### src/rtl/timer_pkg.sv
// Shared definitions for the timer count register and its control sequencer.
// Latency: n/a (types and defaults only). Backpressure: n/a.
package timer_pkg;

   typedef enum logic [2:0] {
      ST_IDLE   = 3'd0,
      ST_LD_SEL = 3'd1,
      ST_LD_WR  = 3'd2,
      ST_RUN    = 3'd3,
      ST_PAUSE  = 3'd4
   } timer_state_t;

   localparam int WIDTH_DEF    = 8;
   localparam int PRESCALE_DEF = 50;

endpackage

### src/rtl/edge_det.sv
// Rising-edge detector for a pre-synchronised button level.
// Latency: edge is combinational on the level, one register of history.
// Backpressure: none; prev resets high so a level held through reset gives no edge.
module edge_det (
   input  logic clk,
   input  logic rst_n,
   input  logic level,
   output logic rise
);

   logic prev;

   always_ff @(posedge clk) begin
      if (!rst_n) prev <= 1'b1;
      else        prev <= level;
   end

   assign rise = level & ~prev;

endmodule

### src/rtl/timer_ctrl.sv
// Control sequencer driving the timer count register; TIMER_CTRL_LIMIT_EN adds the terminal-count halt.
// Latency: outputs registered; load strobe 2 cycles after the load edge, first run strobe PRESCALE cycles after start.
// Backpressure: none; edges arriving while a load is being sequenced are dropped.
module timer_ctrl
   import timer_pkg::*;
#(
   parameter int WIDTH    = WIDTH_DEF,
   parameter int PRESCALE = PRESCALE_DEF
) (
   input  logic             clk,
   input  logic             rst_n,
   input  logic             start,
   input  logic             stop,
   input  logic             load,
   input  logic [WIDTH-1:0] load_val,
   input  logic [WIDTH-1:0] cnt,
   input  logic [WIDTH-1:0] limit,
   output logic             select,
   output logic             ld_inc,
   output logic [WIDTH-1:0] in,
   output logic             running,
   output logic             done
);

   localparam int            PW       = $clog2(PRESCALE);
   localparam logic [PW-1:0] PSC_LAST = PW'(PRESCALE - 1);

   timer_state_t     state;
   logic [PW-1:0]    psc;
   logic [PW-1:0]    psc_nxt;
   logic [WIDTH-1:0] data;
   logic             start_e;
   logic             stop_e;
   logic             load_e;
   logic             at_limit;

   edge_det u_start_ed (.clk(clk), .rst_n(rst_n), .level(start), .rise(start_e));
   edge_det u_stop_ed  (.clk(clk), .rst_n(rst_n), .level(stop),  .rise(stop_e));
   edge_det u_load_ed  (.clk(clk), .rst_n(rst_n), .level(load),  .rise(load_e));

`ifdef TIMER_CTRL_LIMIT_EN
   assign at_limit = (cnt == limit);
`else
   logic limit_unused;
   assign limit_unused = ^{cnt, limit};
   assign at_limit     = 1'b0;
`endif

   assign psc_nxt = (psc == PSC_LAST) ? '0 : psc + PW'(1);
   assign in      = data;

   // Strobes are computed one cycle ahead so every output is a flop; cnt only
   // moves on our own strobes, so its value now is its value in the strobe cycle.
   always_ff @(posedge clk) begin
      if (!rst_n) begin
         state   <= ST_IDLE;
         psc     <= '0;
         data    <= '0;
         select  <= 1'b0;
         ld_inc  <= 1'b0;
         running <= 1'b0;
         done    <= 1'b0;
      end else begin
         ld_inc <= 1'b0;
         done   <= 1'b0;
         case (state)
            ST_IDLE: begin
               if (!stop_e && load_e) begin
                  state  <= ST_LD_SEL;
                  data   <= load_val;
                  select <= 1'b0;
               end else if (!stop_e && start_e) begin
                  state   <= ST_RUN;
                  psc     <= '0;
                  select  <= 1'b1;
                  running <= 1'b1;
               end
            end
            ST_LD_SEL: begin
               state  <= ST_LD_WR;
               ld_inc <= 1'b1;
            end
            ST_LD_WR: begin
               state <= ST_IDLE;
            end
            ST_RUN: begin
               if (at_limit) begin
                  state   <= ST_IDLE;
                  psc     <= '0;
                  select  <= 1'b0;
                  running <= 1'b0;
                  done    <= 1'b1;
               end else if (stop_e) begin
                  state   <= ST_PAUSE;
                  running <= 1'b0;
               end else begin
                  psc    <= psc_nxt;
                  ld_inc <= (psc_nxt == PSC_LAST);
               end
            end
            ST_PAUSE: begin
               if (stop_e) begin
                  state  <= ST_IDLE;
                  psc    <= '0;
                  select <= 1'b0;
               end else if (load_e) begin
                  state  <= ST_LD_SEL;
                  psc    <= '0;
                  data   <= load_val;
                  select <= 1'b0;
               end else if (start_e) begin
                  state   <= ST_RUN;
                  running <= 1'b1;
                  ld_inc  <= (psc == PSC_LAST) && !at_limit;
               end
            end
            default: begin
               state   <= ST_IDLE;
               psc     <= '0;
               select  <= 1'b0;
               running <= 1'b0;
            end
         endcase
      end
   end

endmodule

### config.mk
export PLATFORM = sky130hd
export DESIGN_NAME = timer_ctrl
export DESIGN_NICKNAME = d
export VERILOG_FILES = /design/src/rtl/timer_pkg.sv /design/src/rtl/edge_det.sv /design/src/rtl/timer_ctrl.sv
export SDC_FILE = /design/constraint.sdc
export NUM_CORES = 1
export LEC_CHECK = 0
export ABC_AREA = 1
export CAP_MARGIN = 0
export CORE_MARGIN = 1.5
export CORE_UTILIZATION = 35
export DETAILED_ROUTE_END_ITERATION = 8
export DONT_BUFFER_PORTS = 1
export PLACE_DENSITY = 0.56
export SLEW_MARGIN = 5
export SYNTH_ARGS = -nofsm -noshare
export SYNTH_HDL_FRONTEND = slang
export SYNTH_SLANG_ARGS = --single-unit
### constraint.sdc
create_clock -name clk -period 2.7 [get_ports clk]
set_input_delay 0.27 -clock clk [delete_from_list [all_inputs] [get_ports clk]]
set_output_delay 0.27 -clock clk [all_outputs]
set_load 0.02 [all_outputs]
* Word level (Yosys, flattened, before mapping)
Cells that the tools add are included.
** Cells by class
- Add/sub/neg operators :: 1
- Equal/unequal tests :: 18
- Multiplexer cells :: 34
- Bitwise logic cells :: 8
- Reductions and logical operators :: 12
** Operator list (number)
- 2-to-1 mux 6 bit :: 6
- 2-to-1 mux 8 bit :: 3
- case mux 6 bit (4 select lines) :: 1
- 2-to-1 mux 3 bit :: 6
- != test 2 bit (second input constant) :: 9
- case mux 8 bit (2 select lines) :: 1
- 2-to-1 mux 1 bit :: 13
- == test 6 bit (second input constant) :: 2
- case mux 3 bit (4 select lines) :: 1
- AND reduction 7 bit :: 1
- adder 6 x 1 -> 6 bit (second input constant) :: 1
- == test 3 x 2 -> 1 bit (second input constant) :: 2
- != test 3 bit (second input constant) :: 2
- case mux 1 bit (3 select lines) :: 2
- AND reduction 3 bit :: 2
- NOT 1 bit :: 5
- AND reduction 5 bit :: 1
- != test 4 bit (second input constant) :: 1
- case mux 1 bit (4 select lines) :: 1
- AND reduction 4 bit :: 1
- bitwise AND 1 bit :: 3
- == test 3 x 1 -> 1 bit (second input constant) :: 1
- == test 3 bit (second input constant) :: 1
- logical NOT 3 bit :: 1
- other kinds (5) :: 6
** Word-level totals
- Register bits :: 23
- Input bits :: 29
- Output and inout bits :: 12
- Logic and storage cells :: 82

* Logic depth before layout (Yosys ltp)
- Word-level depth :: 7
- Depth in mapped cells :: 10
- Gate-level depth less buffers :: 10

* By module
Synthesis repeated with hierarchy kept, for this count alone.
** Second synthesis, totals
- Cell total of the unflattened synthesis :: 182
- Area total of the unflattened synthesis :: 1247.4 um2
** By module, submodules not included
- timer_ctrl :: times used 1, cells an instance 170, area each 1146.1 um2, seq. area each 400.4 um2
- edge_det :: times used 3, cells an instance 4, area each 33.8 um2, seq. area each 20.0 um2

* Worst setup path after synthesis
No wires, ideal clock.
- Path type :: reg-to-reg
- From :: reg psc[0]
- To :: reg ld_inc
- Setup time :: 0.131 ns
- Arrival :: 1.040 ns
- Data required time :: 2.569 ns
- Path slack :: 1.529 ns
- Stages on the path, launching flop included :: 9
- Buffers on the path :: 0
- Period minus slack after synthesis :: 1.171 ns
- Cell sequence :: dfxtp_1 -> ha_1 -> nand3_1 -> nor2_1 -> nor2_1 -> nand2_1 -> nor2_2 -> nand2_1 -> a21oi_2
** Between the ends
- Longest elaborated chain between the ends :: 5
- Elaborated cells on any way between the ends :: 9
- Classes of those cells :: 1 x add/sub; 2 x eq/ne; 6 x mux
** RTL lines
- start: declaration :: RTL line timer_ctrl.sv:29 : logic [PW-1:0] psc;
- start signal: assignment :: RTL line timer_ctrl.sv:97 : psc <= psc_nxt;
- adder 6 x 1 -> 6 bit / == test 6 bit (equally long branches) :: RTL line timer_ctrl.sv:49, timer_ctrl.sv:114
- 2-to-1 mux 6 bit / 2-to-1 mux 1 bit (equally long branches) :: RTL line timer_ctrl.sv:49, timer_ctrl.sv:111
- == test 6 bit / 2-to-1 mux 1 bit (equally long branches) :: RTL line timer_ctrl.sv:98, timer_ctrl.sv:106
- 2-to-1 mux 1 bit, on equally long branches :: RTL line timer_ctrl.sv:93, timer_ctrl.sv:102
- case mux 1 bit (3 select lines) * :: RTL line timer_ctrl.sv:66 : case (state)
- end signal: assignment :: RTL line timer_ctrl.sv:98 : ld_inc <= (psc_nxt == PSC_LAST);
- end signal: assignment :: RTL line timer_ctrl.sv:114 : ld_inc <= (psc == PSC_LAST) && !at_limit;
- end: declaration :: RTL line timer_ctrl.sv:19 : output logic ld_inc,
Mark *: on every way between the ends. The rest lies on a longest branch, timed or not.
A chain may end at the register's enable or synchronous reset.

* Worst setup path in the final report
- From :: reg state[1]
- To :: reg state[0]
** Between the ends
- Longest elaborated chain between the ends :: 3
- Elaborated cells on any way between the ends :: 9
- Classes of those cells :: 6 x eq/ne; 1 x mux; 2 x reduce/logical
** RTL lines
- start: declaration :: RTL line timer_ctrl.sv:28 : timer_state_t state;
- start signal: assignment :: RTL line timer_ctrl.sv:56 : state <= ST_IDLE;
- start signal: assignment :: RTL line timer_ctrl.sv:69 : state <= ST_LD_SEL;
- start signal: assignment :: RTL line timer_ctrl.sv:73 : state <= ST_RUN;
- == test 3 bit (tied with other cells) :: RTL line timer_ctrl.sv:66
- != test 4 bit (no source line) (tied with other cells)
- AND reduction 3 bit (no source line)
Parallel ways exist; a longest one is shown, timed or not.

==> impl_metrics.tcl <==
set metrics [dict create \
    cp_cell_sequence "nor2_2, nand2_1, inv_2, nand3_2, nand3_2, nand2_1, nand2_1, nor2_1" \
    crit_path_max_incr_delay_ns 0.44 \
    cp_common_cell "nand2_1" \
    row_count 21 \
    wirelength_mm 2.63 \
    drt_iter0_drc 77 \
    syn_inst 196 \
    drv_cap 0 \
    cp_top_family "simple AND/OR/NAND/NOR gates" \
    clock_tree.buffer_depth 2 \
    initial_utilization_pct 37.3 \
    hpwl_mm 1.99 \
    synth_area_um2 1270 \
    whs_endpoint "u_stop_ed.prev" \
    hold_path_class "primary input to flop" \
    die_y_um 63.3 \
    syn_area_per_cell_um2 6.49 \
    gp_congestion 0.827 \
    drc_errors 0 \
    drive_above_1_share_pct 14.7 \
    h-tree-depth 1 \
    die_x_um 63.3 \
    die_area_um2 4010 \
    grt_start_max_net_pins 14 \
    utilization_pct 39.4 \
    synth_fp_nets 227 \
    maxSlewViolCount 0 \
    finish.net_count 229 \
    root_buffer "clkbuf_4" \
    grt_pass1_vias 1042 \
    grt.total_usage_pct 14.4 \
    hold_buffers 0 \
    port_buffers 0 \
    antenna_cells 0 \
    period_needed_ns 1.63 \
    rr_worst_depth 8 \
    setup_viol 0 \
    status "completed" \
    crit_required_ns 2.93 \
    fin_skew_ns 0.00211 \
    crit_slowest_cell "nor2_2" \
    r2r_end "state[0]" \
    antenna_left 0 \
    cp_max_fo 13 \
    hp-start "stop" \
    insertion_delay_ns 0.32 \
    max_slew_margin_pct 64.5 \
    fin_crit_sh_pct 60.3 \
    hold_viol_final 0 \
    cts_inserted_buffers 3 \
    cp-end-kind "flop" \
    core_um2 3420 \
    vias 1134 \
    wl_per_cell_um 10.8 \
    r2r_setup_slack_ns 1.07 \
    drtPass1Iterations 5 \
    post_cts_resized 0 \
    reg2reg_from "state[1]" \
    synth_seq_cells 23 \
    clock-sinks 23 \
    vias_per_cell 4.67 \
    path_clk_slew_ns 0.13 \
    min_path_cells 1 \
    final.setup.tns_ns 0 \
    rsz0062_at_grt "no" \
    grt.overflow.total 0 \
    crit_path_start_kind "flop" \
    ys_seq_area_share_pct 36.2 \
    fin_total_pwr_w 0.00129 \
    syn2layout_area_growth_pct 5.80 \
    power_density_nw_per_um2 957 \
    clock.fmax_mhz 614 \
    vdd_drop_max_v 0.000598 \
    post_cts.repair.setup_buffers 0 \
    ys_types 26 \
    cts_tree "done" \
    ys_warn_count 0 \
    power.leakage_nw 0.627 \
    ios 41 \
    tightest_slew_ns 0.531 \
    path_buf_inv 1 \
    arrival_ns 1.86 \
    grt_pass1_wl_mm 4.67 \
    critical_path_class "flop to flop" \
    antenna_found_initial 0 \
]
-- layout by cell type, fill, tap and decap left out, types with 2 or more instances in the layout --
cell      instances
o21ai_0           2
dfxtp_1          23
nand3_2           3
nor2_2            5
nor2_4            2
a21oi_1          10
nand4_1           3
nand2_2           5
o21ai_2           2
inv_1            23
clkbuf_4          3
nand3_1          17
inv_2             5
nand2_1          56
nor2_1           26
ha_1              2
-- through the flow --
step	hold WS (ns)	area, um^2	cells	setup WS [ns]
after global placement	0.341	1310	238	1.08
after global routing	0.0256	1350	243	0.851
after floorplan	0.377	1270	196	1.53
after CTS	0.00242	1340	242	1.06
after detailed placement	0.345	1310	238	1.08
final	0.0474	1350	243	1.07
-- Yosys cell counts --
cell type | n | area share, %
o21ai_1 | 1 | 0.39
nand3b_1 | 1 | 0.59
nand4_1 | 3 | 1.5
nor2_1 | 26 | 7.7
buf_2 | 2 | 0.79
nand2_4 | 1 | 0.88
a21oi_2 | 1 | 0.69
nand2_1 | 56 | 17
o21ai_0 | 2 | 0.79
a21oi_1 | 10 | 3.9
o21ai_2 | 2 | 1.4
inv_2 | 5 | 1.5
ha_1 | 2 | 2.0
nor2_4 | 2 | 1.8
a31oi_1 | 1 | 0.49
clkbuf_1 | 1 | 0.29
conb_1 | 1 | 0.29
nor2_2 | 5 | 2.5
dfxtp_1 | 23 | 36
o211ai_1 | 1 | 0.59
nand3_2 | 3 | 2.4
buf_4 | 1 | 0.59
nand2_2 | 5 | 2.5
or2_2 | 1 | 0.49
nand3_1 | 17 | 6.7
inv_1 | 23 | 6.8
-- power by group --
group	switching [W]	internal, W
clock	0.000110	0.0000555
sequential	0.000105	0.000418
combinational	0.000396	0.000205
total	0.000611	0.000678
-- layer usage --
layer	wire (um)	share of wire [%]	GRT usage (%)	vias up
met1	1330	50	20.4	501
met5	0	0	0	-
li1	-	-	-	614
met3	99	3.8	1.79	5
met4	44	1.7	5.71	0
met2	1160	44	22.3	14
-- worst max-delay path by stage --
stage / from / to / slack, ns / depth (start not counted)
detailed placement: state[1] / psc[1] / 1.08 / 8
CTS: state[1] / psc[2] / 1.06 / 8
floorplan: psc[0] / ld_inc / 1.53 / 8
global route: state[1] / state[0] / 0.85 / 8
global placement: state[1] / psc[0] / 1.08 / 8
finish: state[1] / state[0] / 1.07 / 8
-- cell families (layout without fill, tap and decap cells) --
kind of cell	Yosys count	count (layout)	share of synthesized area, %
and+or+nand+nor	120	120	43.4
other	1	1	0.295
buffers and inverters	32	33	9.93
adders and majority gates	2	2	1.97
AOI/OAI and AO/OA	18	18	8.26
DFF	23	23	36.2
-- layout make-up --
class	count	area [um^2]
well taps	46	57.6
clock buffers	3	22.5
repair buffers	1	10.0
clock inverters	1	5.00
inverters	28	105
flip-flops and latches	23	460
multi-input cells	141	686
fillers	393	2070
-- sequential cells by signal, indices dropped and copies added (netlist names) --
signal           cells
in                   8
psc                  6
state                3
ld_inc               1
running              1
select               1
u_load_ed.prev       1
u_start_ed.prev      1
u_stop_ed.prev       1
No activity file was read; power rests on OpenSTA's default activity.
